File: src/rtl/snes_tap_pkg.sv
// Shared constants, header layout and serialiser states
// for the SNES bus tap.
package snes_tap_pkg;

    localparam logic [7:0] SYNC_BYTE = 8'hFF;

    // cfg_mode bits: bit0 captures writes, bit1 captures reads
    localparam logic [1:0] MODE_WR = 2'b01;
    localparam logic [1:0] MODE_RD = 2'b10;

    // Header byte layout: {seq[3:0], ovf, 0, rd, wr}
    localparam int HDR_WR_BIT  = 0;
    localparam int HDR_RD_BIT  = 1;
    localparam int HDR_OVF_BIT = 3;
    localparam int HDR_SEQ_LSB = 4;

    typedef enum logic [2:0] {
        SER_IDLE,
        SER_SYNC,
        SER_HDR,
        SER_MASK,
        SER_DATA,
        SER_ADDR
    } ser_state_e;

    function automatic logic [7:0] make_hdr(
        input logic [3:0] seq,
        input logic       ovf,
        input logic       rd
    );
        logic [7:0] h;
        h = '0;
        h[HDR_SEQ_LSB +: 4] = seq;
        h[HDR_OVF_BIT]      = ovf;
        h[HDR_RD_BIT]       = rd;
        h[HDR_WR_BIT]       = ~rd;
        return h;
    endfunction

    // Payload bytes equal to the sync byte go out as zero;
    // the mask byte tells the host which ones to restore.
    function automatic logic [7:0] esc_byte(input logic [7:0] b);
        return (b == SYNC_BYTE) ? 8'h00 : b;
    endfunction

endpackage

File: src/rtl/snes_rec_fifo.sv
// Synchronous record queue with full/empty and fill level.
// Head entry stays visible until popped.
module snes_rec_fifo #(
    parameter  int W     = 18,
    parameter  int DEPTH = 8,
    localparam int AW    = $clog2(DEPTH)
) (
    input  logic         clk,
    input  logic         rst_n,
    input  logic         push,
    input  logic [W-1:0] wdata,
    input  logic         pop,
    output logic [W-1:0] rdata,
    output logic         full,
    output logic         empty,
    output logic [AW:0]  level
);

    logic [W-1:0] mem_q [DEPTH];
    logic [W-1:0] mem_d [DEPTH];
    logic [AW:0]  wptr_q, wptr_d;
    logic [AW:0]  rptr_q, rptr_d;

    assign level = wptr_q - rptr_q;
    assign empty = (level == '0);
    assign full  = (level == (AW+1)'(DEPTH));
    assign rdata = mem_q[rptr_q[AW-1:0]];

    // Next storage and pointer values for push/pop
    always_comb begin
        mem_d  = mem_q;
        wptr_d = wptr_q;
        rptr_d = rptr_q;
        if (push && !full) begin
            mem_d[wptr_q[AW-1:0]] = wdata;
            wptr_d = wptr_q + 1'b1;
        end
        if (pop && !empty) begin
            rptr_d = rptr_q + 1'b1;
        end
    end

    // Storage and pointer registers
    always_ff @(posedge clk or negedge rst_n) begin
        if (!rst_n) begin
            for (int i = 0; i < DEPTH; i++) begin
                mem_q[i] <= '0;
            end
            wptr_q <= '0;
            rptr_q <= '0;
        end else begin
            mem_q  <= mem_d;
            wptr_q <= wptr_d;
            rptr_q <= rptr_d;
        end
    end

endmodule

File: src/rtl/snes_bus_tap.sv
// SNES bus sniffer: synchronise, qualify strobes, filter,
// queue records and serialise them as a framed byte stream.
module snes_bus_tap
    import snes_tap_pkg::*;
#(
    parameter int ADDR_W      = 8,
    parameter int SYNC_STAGES = 3,
    parameter int FILT_LEN    = 3,
    parameter int REC_DEPTH   = 8,
    parameter int DROP_W      = 16
) (
    input  logic              clk,
    input  logic              rst_n,
    input  logic              snes_rst_n,
    input  logic [ADDR_W-1:0] snes_addr,
    input  logic [7:0]        snes_data,
    input  logic              snes_rd_n,
    input  logic              snes_wr_n,
    input  logic              cfg_enable,
    input  logic [1:0]        cfg_mode,
    input  logic [ADDR_W-1:0] cfg_addr_lo,
    input  logic [ADDR_W-1:0] cfg_addr_hi,
    output logic [7:0]        out_data,
    output logic              out_valid,
    input  logic              out_ready,
    output logic [DROP_W-1:0] drop_count,
    output logic              armed
);

    localparam int ADDR_BYTES = (ADDR_W + 7) / 8;
    localparam int PAD_W      = ADDR_BYTES * 8;
    localparam int BUS_W      = ADDR_W + 8;
    localparam int SYNC_W     = 3 + BUS_W;
    localparam int REC_W      = 2 + BUS_W;
    localparam int CNT_W      = $clog2(FILT_LEN + 1);
    localparam int LVL_W      = $clog2(REC_DEPTH) + 1;
    localparam int IDX_W      = 2;
    localparam logic [IDX_W-1:0] LAST_IDX = IDX_W'(ADDR_BYTES - 1);

    // Synchroniser chain: {rst_n, rd_n, wr_n, addr, data}
    logic [SYNC_W-1:0] sync_q [SYNC_STAGES];
    logic [SYNC_W-1:0] sync_d [SYNC_STAGES];
    logic              s_rst;
    logic [1:0]        s_stb;
    logic [BUS_W-1:0]  s_bus;

    // Strobe qualifier, index 0 = write, 1 = read
    logic [1:0]        qual_q, qual_d;
    logic [CNT_W-1:0]  fcnt_q [2];
    logic [CNT_W-1:0]  fcnt_d [2];
    logic [BUS_W-1:0]  hold_q [2];
    logic [BUS_W-1:0]  hold_d [2];
    logic [1:0]        commit;
    logic [1:0]        acc;
    logic [1:0]        win_ok;
    logic              armed_q, armed_d;

    // Push path
    logic              pend_q, pend_d;
    logic [BUS_W-1:0]  pend_bus_q, pend_bus_d;
    logic              ovf_q, ovf_d;
    logic [DROP_W-1:0] drop_q, drop_d;
    logic              push_req;
    logic              push_rd;
    logic [BUS_W-1:0]  push_bus;
    logic              fifo_push;

    // Queue
    logic [REC_W-1:0]  fifo_rdata;
    logic              fifo_full;
    logic              fifo_empty;
    logic [LVL_W-1:0]  fifo_level;
    logic              fifo_pop;

    // Serialiser
    ser_state_e        state_q, state_d;
    logic [IDX_W-1:0]  idx_q, idx_d;
    logic [3:0]        seq_q, seq_d;
    logic              h_ovf;
    logic              h_rd;
    logic [ADDR_W-1:0] h_addr;
    logic [7:0]        h_data;
    logic [PAD_W-1:0]  h_pad;
    logic [7:0]        abyte [ADDR_BYTES];
    logic [7:0]        abyte_sel;
    logic [7:0]        mask;

    assign s_rst = sync_q[SYNC_STAGES-1][SYNC_W-1];
    assign s_stb = sync_q[SYNC_STAGES-1][SYNC_W-2 -: 2];
    assign s_bus = sync_q[SYNC_STAGES-1][BUS_W-1:0];

    // Shift raw bus inputs through the synchroniser
    always_comb begin
        sync_d[0] = {snes_rst_n, snes_rd_n, snes_wr_n,
                     snes_addr, snes_data};
        for (int i = 1; i < SYNC_STAGES; i++) begin
            sync_d[i] = sync_q[i-1];
        end
    end

    // Glitch filter, bus hold, commit detect and arming
    always_comb begin
        for (int i = 0; i < 2; i++) begin
            qual_d[i] = qual_q[i];
            fcnt_d[i] = '0;
            if (s_stb[i] != qual_q[i]) begin
                if (fcnt_q[i] == CNT_W'(FILT_LEN - 1)) begin
                    qual_d[i] = s_stb[i];
                end else begin
                    fcnt_d[i] = fcnt_q[i] + 1'b1;
                end
            end
            hold_d[i] = qual_q[i] ? hold_q[i] : s_bus;
            commit[i] = qual_d[i] & ~qual_q[i];
            win_ok[i] = (cfg_addr_lo <= hold_q[i][BUS_W-1:8])
                     && (hold_q[i][BUS_W-1:8] <= cfg_addr_hi);
        end
        acc[0] = commit[0] & armed_q & cfg_enable
               & (|(cfg_mode & MODE_WR)) & win_ok[0];
        acc[1] = commit[1] & armed_q & cfg_enable
               & (|(cfg_mode & MODE_RD)) & win_ok[1];
        armed_d = armed_q;
        if (!s_rst) begin
            armed_d = 1'b0;
        end else if (qual_q == 2'b11) begin
            armed_d = 1'b1;
        end
    end

    // Front-end registers
    always_ff @(posedge clk or negedge rst_n) begin
        if (!rst_n) begin
            for (int i = 0; i < SYNC_STAGES; i++) begin
                sync_q[i] <= '0;
            end
            for (int i = 0; i < 2; i++) begin
                fcnt_q[i] <= '0;
                hold_q[i] <= '0;
            end
            qual_q  <= '0;
            armed_q <= 1'b0;
        end else begin
            sync_q  <= sync_d;
            fcnt_q  <= fcnt_d;
            hold_q  <= hold_d;
            qual_q  <= qual_d;
            armed_q <= armed_d;
        end
    end

    // Pick one record per cycle; a coincident read waits a cycle
    always_comb begin
        pend_d     = pend_q;
        pend_bus_d = pend_bus_q;
        push_req   = 1'b0;
        push_rd    = 1'b0;
        push_bus   = hold_q[0];
        if (pend_q) begin
            push_req = 1'b1;
            push_rd  = 1'b1;
            push_bus = pend_bus_q;
            pend_d   = 1'b0;
        end else if (acc[0]) begin
            push_req = 1'b1;
            if (acc[1]) begin
                pend_d     = 1'b1;
                pend_bus_d = hold_q[1];
            end
        end else if (acc[1]) begin
            push_req = 1'b1;
            push_rd  = 1'b1;
            push_bus = hold_q[1];
        end
        drop_d    = drop_q;
        ovf_d     = ovf_q;
        fifo_push = 1'b0;
        if (push_req) begin
            if (fifo_full) begin
                ovf_d = 1'b1;
                if (drop_q != '1) begin
                    drop_d = drop_q + 1'b1;
                end
            end else begin
                fifo_push = 1'b1;
                ovf_d     = 1'b0;
            end
        end
    end

    // Push-path registers
    always_ff @(posedge clk or negedge rst_n) begin
        if (!rst_n) begin
            pend_q     <= 1'b0;
            pend_bus_q <= '0;
            ovf_q      <= 1'b0;
            drop_q     <= '0;
        end else begin
            pend_q     <= pend_d;
            pend_bus_q <= pend_bus_d;
            ovf_q      <= ovf_d;
            drop_q     <= drop_d;
        end
    end

    snes_rec_fifo #(
        .W     (REC_W),
        .DEPTH (REC_DEPTH)
    ) u_fifo (
        .clk   (clk),
        .rst_n (rst_n),
        .push  (fifo_push),
        .wdata ({ovf_q, push_rd, push_bus}),
        .pop   (fifo_pop),
        .rdata (fifo_rdata),
        .full  (fifo_full),
        .empty (fifo_empty),
        .level (fifo_level)
    );

    assign h_ovf  = fifo_rdata[REC_W-1];
    assign h_rd   = fifo_rdata[REC_W-2];
    assign h_addr = fifo_rdata[BUS_W-1:8];
    assign h_data = fifo_rdata[7:0];
    assign h_pad  = PAD_W'(h_addr);

    // Split head address into MS-first bytes and build escape mask
    always_comb begin
        mask      = '0;
        mask[0]   = (h_data == SYNC_BYTE);
        abyte_sel = '0;
        for (int k = 0; k < ADDR_BYTES; k++) begin
            abyte[k]  = h_pad[(ADDR_BYTES-1-k)*8 +: 8];
            mask[k+1] = (abyte[k] == SYNC_BYTE);
            if (idx_q == IDX_W'(k)) begin
                abyte_sel = abyte[k];
            end
        end
    end

    // Serialiser state register
    always_ff @(posedge clk or negedge rst_n) begin
        if (!rst_n) begin
            state_q <= SER_IDLE;
            idx_q   <= '0;
            seq_q   <= '0;
        end else begin
            state_q <= state_d;
            idx_q   <= idx_d;
            seq_q   <= seq_d;
        end
    end

    // Serialiser next state; head is popped on its last byte
    always_comb begin
        state_d  = state_q;
        idx_d    = idx_q;
        seq_d    = seq_q;
        fifo_pop = 1'b0;
        unique case (state_q)
            SER_IDLE: begin
                if (!fifo_empty) state_d = SER_SYNC;
            end
            SER_SYNC: begin
                if (out_ready) state_d = SER_HDR;
            end
            SER_HDR: begin
                if (out_ready) state_d = SER_MASK;
            end
            SER_MASK: begin
                if (out_ready) state_d = SER_DATA;
            end
            SER_DATA: begin
                if (out_ready) begin
                    state_d = SER_ADDR;
                    idx_d   = '0;
                end
            end
            SER_ADDR: begin
                if (out_ready) begin
                    if (idx_q == LAST_IDX) begin
                        fifo_pop = 1'b1;
                        seq_d    = seq_q + 1'b1;
                        idx_d    = '0;
                        state_d  = (fifo_level > LVL_W'(1))
                                 ? SER_SYNC : SER_IDLE;
                    end else begin
                        idx_d = idx_q + 1'b1;
                    end
                end
            end
            default: state_d = SER_IDLE;
        endcase
    end

    // Serialiser outputs
    always_comb begin
        out_valid = 1'b1;
        out_data  = '0;
        unique case (state_q)
            SER_IDLE: out_valid = 1'b0;
            SER_SYNC: out_data  = SYNC_BYTE;
            SER_HDR:  out_data  = make_hdr(seq_q, h_ovf, h_rd);
            SER_MASK: out_data  = mask;
            SER_DATA: out_data  = esc_byte(h_data);
            SER_ADDR: out_data  = esc_byte(abyte_sel);
            default:  out_valid = 1'b0;
        endcase
    end

    assign drop_count = drop_q;
    assign armed      = armed_q;

endmodule
File: config.mk
export PLATFORM = sky130hd
export DESIGN_NAME = snes_bus_tap
export DESIGN_NICKNAME = d
export VERILOG_FILES = /design/src/rtl/snes_tap_pkg.sv /design/src/rtl/snes_rec_fifo.sv /design/src/rtl/snes_bus_tap.sv
export SDC_FILE = /design/constraint.sdc
export NUM_CORES = 1
export LEC_CHECK = 0
export ABC_AREA = 1
export CAP_MARGIN = 20
export CORE_MARGIN = 5
export CORE_UTILIZATION = 35
export CTS_CLUSTER_DIAMETER = 40
export DETAILED_ROUTE_END_ITERATION = 8
export GPL_TIMING_DRIVEN = 0
export PLACE_DENSITY = 0.5
export SLEW_MARGIN = 30
export SYNTH_ARGS = -nofsm -noshare
export SYNTH_HDL_FRONTEND = slang
export SYNTH_HIERARCHICAL = 1
export SYNTH_SLANG_ARGS = --single-unit
File: constraint.sdc
create_clock -name clk -period 8.5 [get_ports clk]
set_input_delay 1.7 -clock clk [delete_from_list [all_inputs] [get_ports clk]]
set_output_delay 1.7 -clock clk [all_outputs]
set_load 0.05 [all_outputs]
---- Word level (Yosys, flattened, before mapping) ----
Cells that the tools add are included.
operators by class
  bitwise gates (word level) .............. 16
  reduce and logical (&&, ||, !) cells .... 17
  equal/unequal tests ..................... 23
  $add $sub $neg .......................... 8
  order comparisons ....................... 8
  muxes and demuxes ....................... 50
operator list
  kind                                            number
  bitwise mux 144 bit                             1
  binary-select mux 18 bit (select 3 bit)         1
  demux 18 bit (select 3 bit)                     1
  2-to-1 mux 18 bit                               3
  2-to-1 mux 16 bit                               3
  case mux 8 bit (5 select lines)                 1
  less-or-equal comparator 8 bit                  4
  equality test 8 bit (second input constant)     3
  2-to-1 mux 8 bit                                3
  2-to-1 mux 1 bit                                21
  2-to-1 mux 3 bit                                7
  case mux 3 bit (6 select lines)                 1
  adder 16 x 1 -> 16 bit (second input constant)  1
  inequality test 16 bit (second input constant)  1
  2-to-1 mux 2 bit                                7
  inequality test 2 bit (second input constant)   7
  adder 4 x 1 -> 4 bit (second input constant)    3
  AND reduction 3 bit                             4
  bitwise AND 1 bit                               10
  >= comparator 4 bit (second input constant)     2
  NOT 3 -> 4 bit                                  2
  AND reduction 7 bit                             1
  adder 2 x 1 -> 2 bit (second input constant)    3
  equality test 2 bit (second input constant)     3
  18 further kinds                                29
storage, ports and cells
  register bits after elaboration ......... 291
  output and inout bits ................... 26

---- Logic depth before layout (Yosys ltp) ----
  depth in word-level cells ............... 13
  gate-level depth with buffers ........... 22

---- By module ----
The synthesis kept the hierarchy.
modules (own cells, without submodules)
  module         area an instance (µm²)  instances  cells an instance
  snes_rec_fifo  7956.4                  1          1000
  snes_bus_tap   6870.3                  1          771

---- Worst setup path after synthesis ----
Ideal clock, no wire load.
  path kind ............................... register -> output
  start point ............................. reg u_fifo.rptr_q[0]
  end point ............................... out out_data[0]
  arrival ................................. 2.598 ns
  stages on the path, launching flop included .. 12
  setup slack ............................. 4.202 ns
  cells stage by stage .................... dfrtp_1 clkbuf_1 inv_2 clkbuf_1 nor2_1 o22ai_1 nand2_1 nand2_1 nand2_1 nor3_1 a21oi_1 a31oi_1
between the ends
  elaborated cells between the ends (all ways) .. 11
  those cells by class .................... eq/ne: 2; mux: 7; bitwise: 2
RTL lines
  item                                                       RTL line                                 source
  start, declared                                            snes_rec_fifo.sv:22                      logic [AW:0] rptr_q, rptr_d;
  start signal, assigned                                     snes_rec_fifo.sv:54                      rptr_q <= rptr_d;
  NOT 3 -> 4 bit (not written as such) (*)                   snes_rec_fifo.sv:27                      assign rdata = mem_q[rptr_q[AW-1:0]];
  binary-select mux 18 bit (select 3 bit) (*)                snes_rec_fifo.sv:27
  2-to-1 mux 18 bit (not written as such) (*) (2 in series)  snes_rec_fifo.sv:27
  net fifo_rdata[1]                                          snes_bus_tap.sv:69                       logic [REC_W-1:0] fifo_rdata;
  equality test 8 bit (*)                                    snes_tap_pkg.sv:43, snes_bus_tap.sv:229
  2-to-1 mux 8 bit                                           snes_tap_pkg.sv:43                       return (b == SYNC_BYTE) ? 8'h00 : b;
  case mux 8 bit (5 select lines) (*)                        snes_bus_tap.sv:299                      unique case (state_q)
  end, declared                                              snes_bus_tap.sv:23                       output logic [7:0] out_data,
Mark *: on every way through the listed nets, which the timed path passes. The rest lies on a longest branch. The select of a mux whose other input is x is not followed.

---- Worst setup path in the final report ----
  start point ............................. reg u_fifo.rptr_q[0]
  end point ............................... out out_data[2]
between the ends
  elaborated cells between the ends (all ways) .. 10
  those cells by class .................... eq/ne: 2; mux: 7; bitwise: 1
RTL lines
  item                                                   RTL line
  NOT 3 -> 4 bit (not written as such)                   snes_rec_fifo.sv:27
  binary-select mux 18 bit (select 3 bit)                snes_rec_fifo.sv:27
  2-to-1 mux 18 bit (not written as such) (2 in series)  snes_rec_fifo.sv:27
  net fifo_rdata[5]                                      snes_bus_tap.sv:69
  equality test 8 bit                                    snes_tap_pkg.sv:43
  2-to-1 mux 8 bit                                       snes_tap_pkg.sv:43
  case mux 8 bit (5 select lines)                        snes_bus_tap.sv:299
The timed path passes the listed nets, and every way through them passes these cells. The select of a mux whose other input is x is not followed.

==> metrics.txt <==
run status=finished clean; num rows=75; # Post-CTS Setup Buffers=0; cell depth of the worst hold path=0; yosys warns=6; Filler Cell Count=around 4,200; CTS HTree Levels=2; Final Total Pwr=between 4000 and 5000 uW; Post-route DRC=0; vias in the first global route=12,700; Antenna Violating Nets Remaining=0; placed instance area=0.0162 sq mm; Worst-path clk slew=approximately 0.060 ns; Worst R2R Path Depth=17; gpl congestion=around 0.84; CTS max path bufs=3; dpl ws=slightly above 3 ns; first-pass GRT wire length=slightly above 70 mm; crit start category=flop; Post-synth top cells=nand2_1, dfrtp_1, nand4_1; initial DRC count=slightly below 900; EDFF count, synth=0; post-synth top area share=0.491; I/O Pins=67; RSZ-0062 raised after global routing=no; most area-consuming cells after synthesis=dfrtp_1, nand2_1, nand4_1; Worst Setup Path Type=reg -> out; mux contribution to synthesized area=0.000759; pin count of the biggest net entering global routing=a little under 80; hold_buf cts=0; Die Wd=216 um; nets@finish=slightly below 2,000; Worst-Margin Slew=roughly 0.94 ns; post-synth cell types=48; Synth Area in Compound Gates=0.0781; Skew-Pair Late Insertion Delay=between 0.5 and 0.6 ns; Layout area overhead=22.3%; Die Y=approximately 220 um; CP max FO=10; Final Max Tran Viols=0; Post-synth top flop=dfrtp_1; die area=0.0466 sq mm; DRT met1 WL=around 20 mm; final setup margin=~2.3 ns; most frequent cell after synthesis=nand2_1; Root Driver=clkbuf_16; drt first pass iters=5; Peak VDD IR=between 0.00015 and 0.0002 V; Max-cap violations=0; Core Area=around 0.042 sq mm; Mapped Area=between 0.01 and 0.015 sq mm; Synth Area in Adders=0.0368; metal2 WL=20.6 mm; Post-Syn Instances=between 1,500 and 2,000; fmax=between 150 and 200 MHz; post-layout min period=around 6.2 ns; CP required=roughly 7 ns; Syn Area/Cell=8.37 sq um; antenna violations before repair=0; clock sinks=just under 300; grt ovf=0; Final Hold Vio Count=0; vias per inst=5.11; final HPWL from detailed placement=about 32 mm; post-synth net total=between 1,500 and 2,000; GRT Total Usage=0.189; final wirelength=44.3 mm; P per Cell Area=around 270 mW/mm^2; share of post-route cells with drive strength above 1=0.123; largest family of logic cells by synthesized area=simple AND/OR/NAND/NOR gates; FF+latch count, synth=approximately 290; Lkg Pwr=between 0.009 and 0.01 uW; uppermost routed layer=met4; I/O Buffers=66; Seq/Total Area, Yosys=0.491; Setup violations, final=0; cell taking the most area after synthesis=dfrtp_1; fin area=approximately 0.018 sq mm; Hold Path Class=reg -> reg; Initial Util=0.353; xor and xnor area share after synthesis=0.00827; simple-gate share of the synthesized area=0.306; ys async rst share=1.00; WL per Instance=~18 um; critical path endpoint category=output port; DR WL met3=~2.3 mm; Antenna diodes=0; CTS tree=built; fin crit share=0.729; CTS resizes=0; Rel. slew slack=0.372; skew final=0.0184 ns; TritonCTS Buffers=55; vias=roughly 13,000; Arrival @ worst endpoint=4.49 ns
power by group:
part	switching, uW	internal (uW)
Clock	791	1430
Sequential	88.6	1500
Combinational	788	337
Total	1670	3270
final timing paths:
check | startpoint | slack (ns) | end
max in group asynchronous | rst_n | 6.19 | pend_bus_q[0]
hold / removal | sync_d[22] | 0.33 | sync_d[3]
setup reg to reg | u_fifo/rptr_q[1] | 3.71 | u_fifo/mem_q[1]
hold reg to reg | sync_d[22] | 0.33 | sync_d[3]
setup / recovery | u_fifo/rptr_q[0] | 2.31 | out_data[2]
min in group asynchronous | rst_n | 1.10 | u_fifo/mem_q[117]
cell usage in the layout, fill, tap and decap left out, types with 16 or more instances in the layout:
master / netlist / layout
clkbuf_2: 17 / 17
a21oi_1: 22 / 22
ha_1: 42 / 42
o22ai_1: 38 / 38
dfrtp_1: 291 / 291
inv_1: 120 / 120
nand2_1: 562 / 562
o21ai_0: 113 / 113
buf_2: 22 / 22
o21ai_2: 16 / 16
clkbuf_16: 0 / 55
buf_6: 16 / 16
nand3_1: 76 / 76
nor2_1: 100 / 100
nand4_1: 171 / 171
clkbuf_1: 42 / 42
clkdlybuf4s50_1: 0 / 65
final cells by class:
cell class	instances	area [sq um]	share of cell area
clock buffer	57	1400	0.0774
inverter	129	487	0.0268
timing repair buffer	69	748	0.0413
buffer	120	681	0.0375
sequential	291	7280	0.402
multi-input combinational	1231	6380	0.352
tap	539	674	0.0372
clock inverter	42	483	0.0266
state kept, by name (all words and copies together) (netlist names), 2 cells and up:
| signal | count |
|---|---|
| fcnt_q | 4 |
| s_stb | 2 |
| u_fifo/mem_q | 144 |
| qual_q | 2 |
| state_q | 3 |
| pend_bus_q | 16 |
| seq_q | 4 |
| u_fifo/wptr_q | 4 |
| hold_q | 32 |
| sync_d | 38 |
| u_fifo/rptr_q | 4 |
| drop_count | 16 |
| idx_q | 2 |
| s_bus | 16 |
per-layer routing:
layer,up-vias,GRT usage
li1,6185,-
met1,6058,0.252
met2,331,0.306
met3,88,0.0378
met4,0,0.0666
met5,-,0
kinds of logic after synthesis:
logic type / count (synthesis)
compound gates: 204
buf+inv: 249
simple gates: 969
mux: 1
fa+ha+maj: 43
xor+xnor: 14
flops: 291
worst max-delay path, cell delays in order (launching register included):
cell             delay, ns
dfrtp_1               0.48
clkbuf_1              0.46
inv_2                 0.23
clkbuf_1              0.40
o21ai_0               0.29
o22ai_1               0.10
nand2_1               0.10
nand2_1               0.13
nand4_1               0.11
nor3_1                0.07
nor3_1                0.35
a21oi_1               0.14
a21oi_1               0.20
clkdlybuf4s50_1       0.83
per-stage QoR:
stage / hold slack (ns) / util / std cells / TNS [ns]
floorplan: 0.331 / - / 1771 / 0
global placement: 0.332 / 0.385 / 2376 / -2206.11
detailed placement: 0.335 / 0.387 / 2379 / 0
CTS: 0.333 / 0.432 / 2478 / 0
global route: 0.352 / 0.432 / 2478 / 0
finish: 0.332 / 0.432 / 2478 / 0
Note: power is estimated with default switching activity, not from simulation.
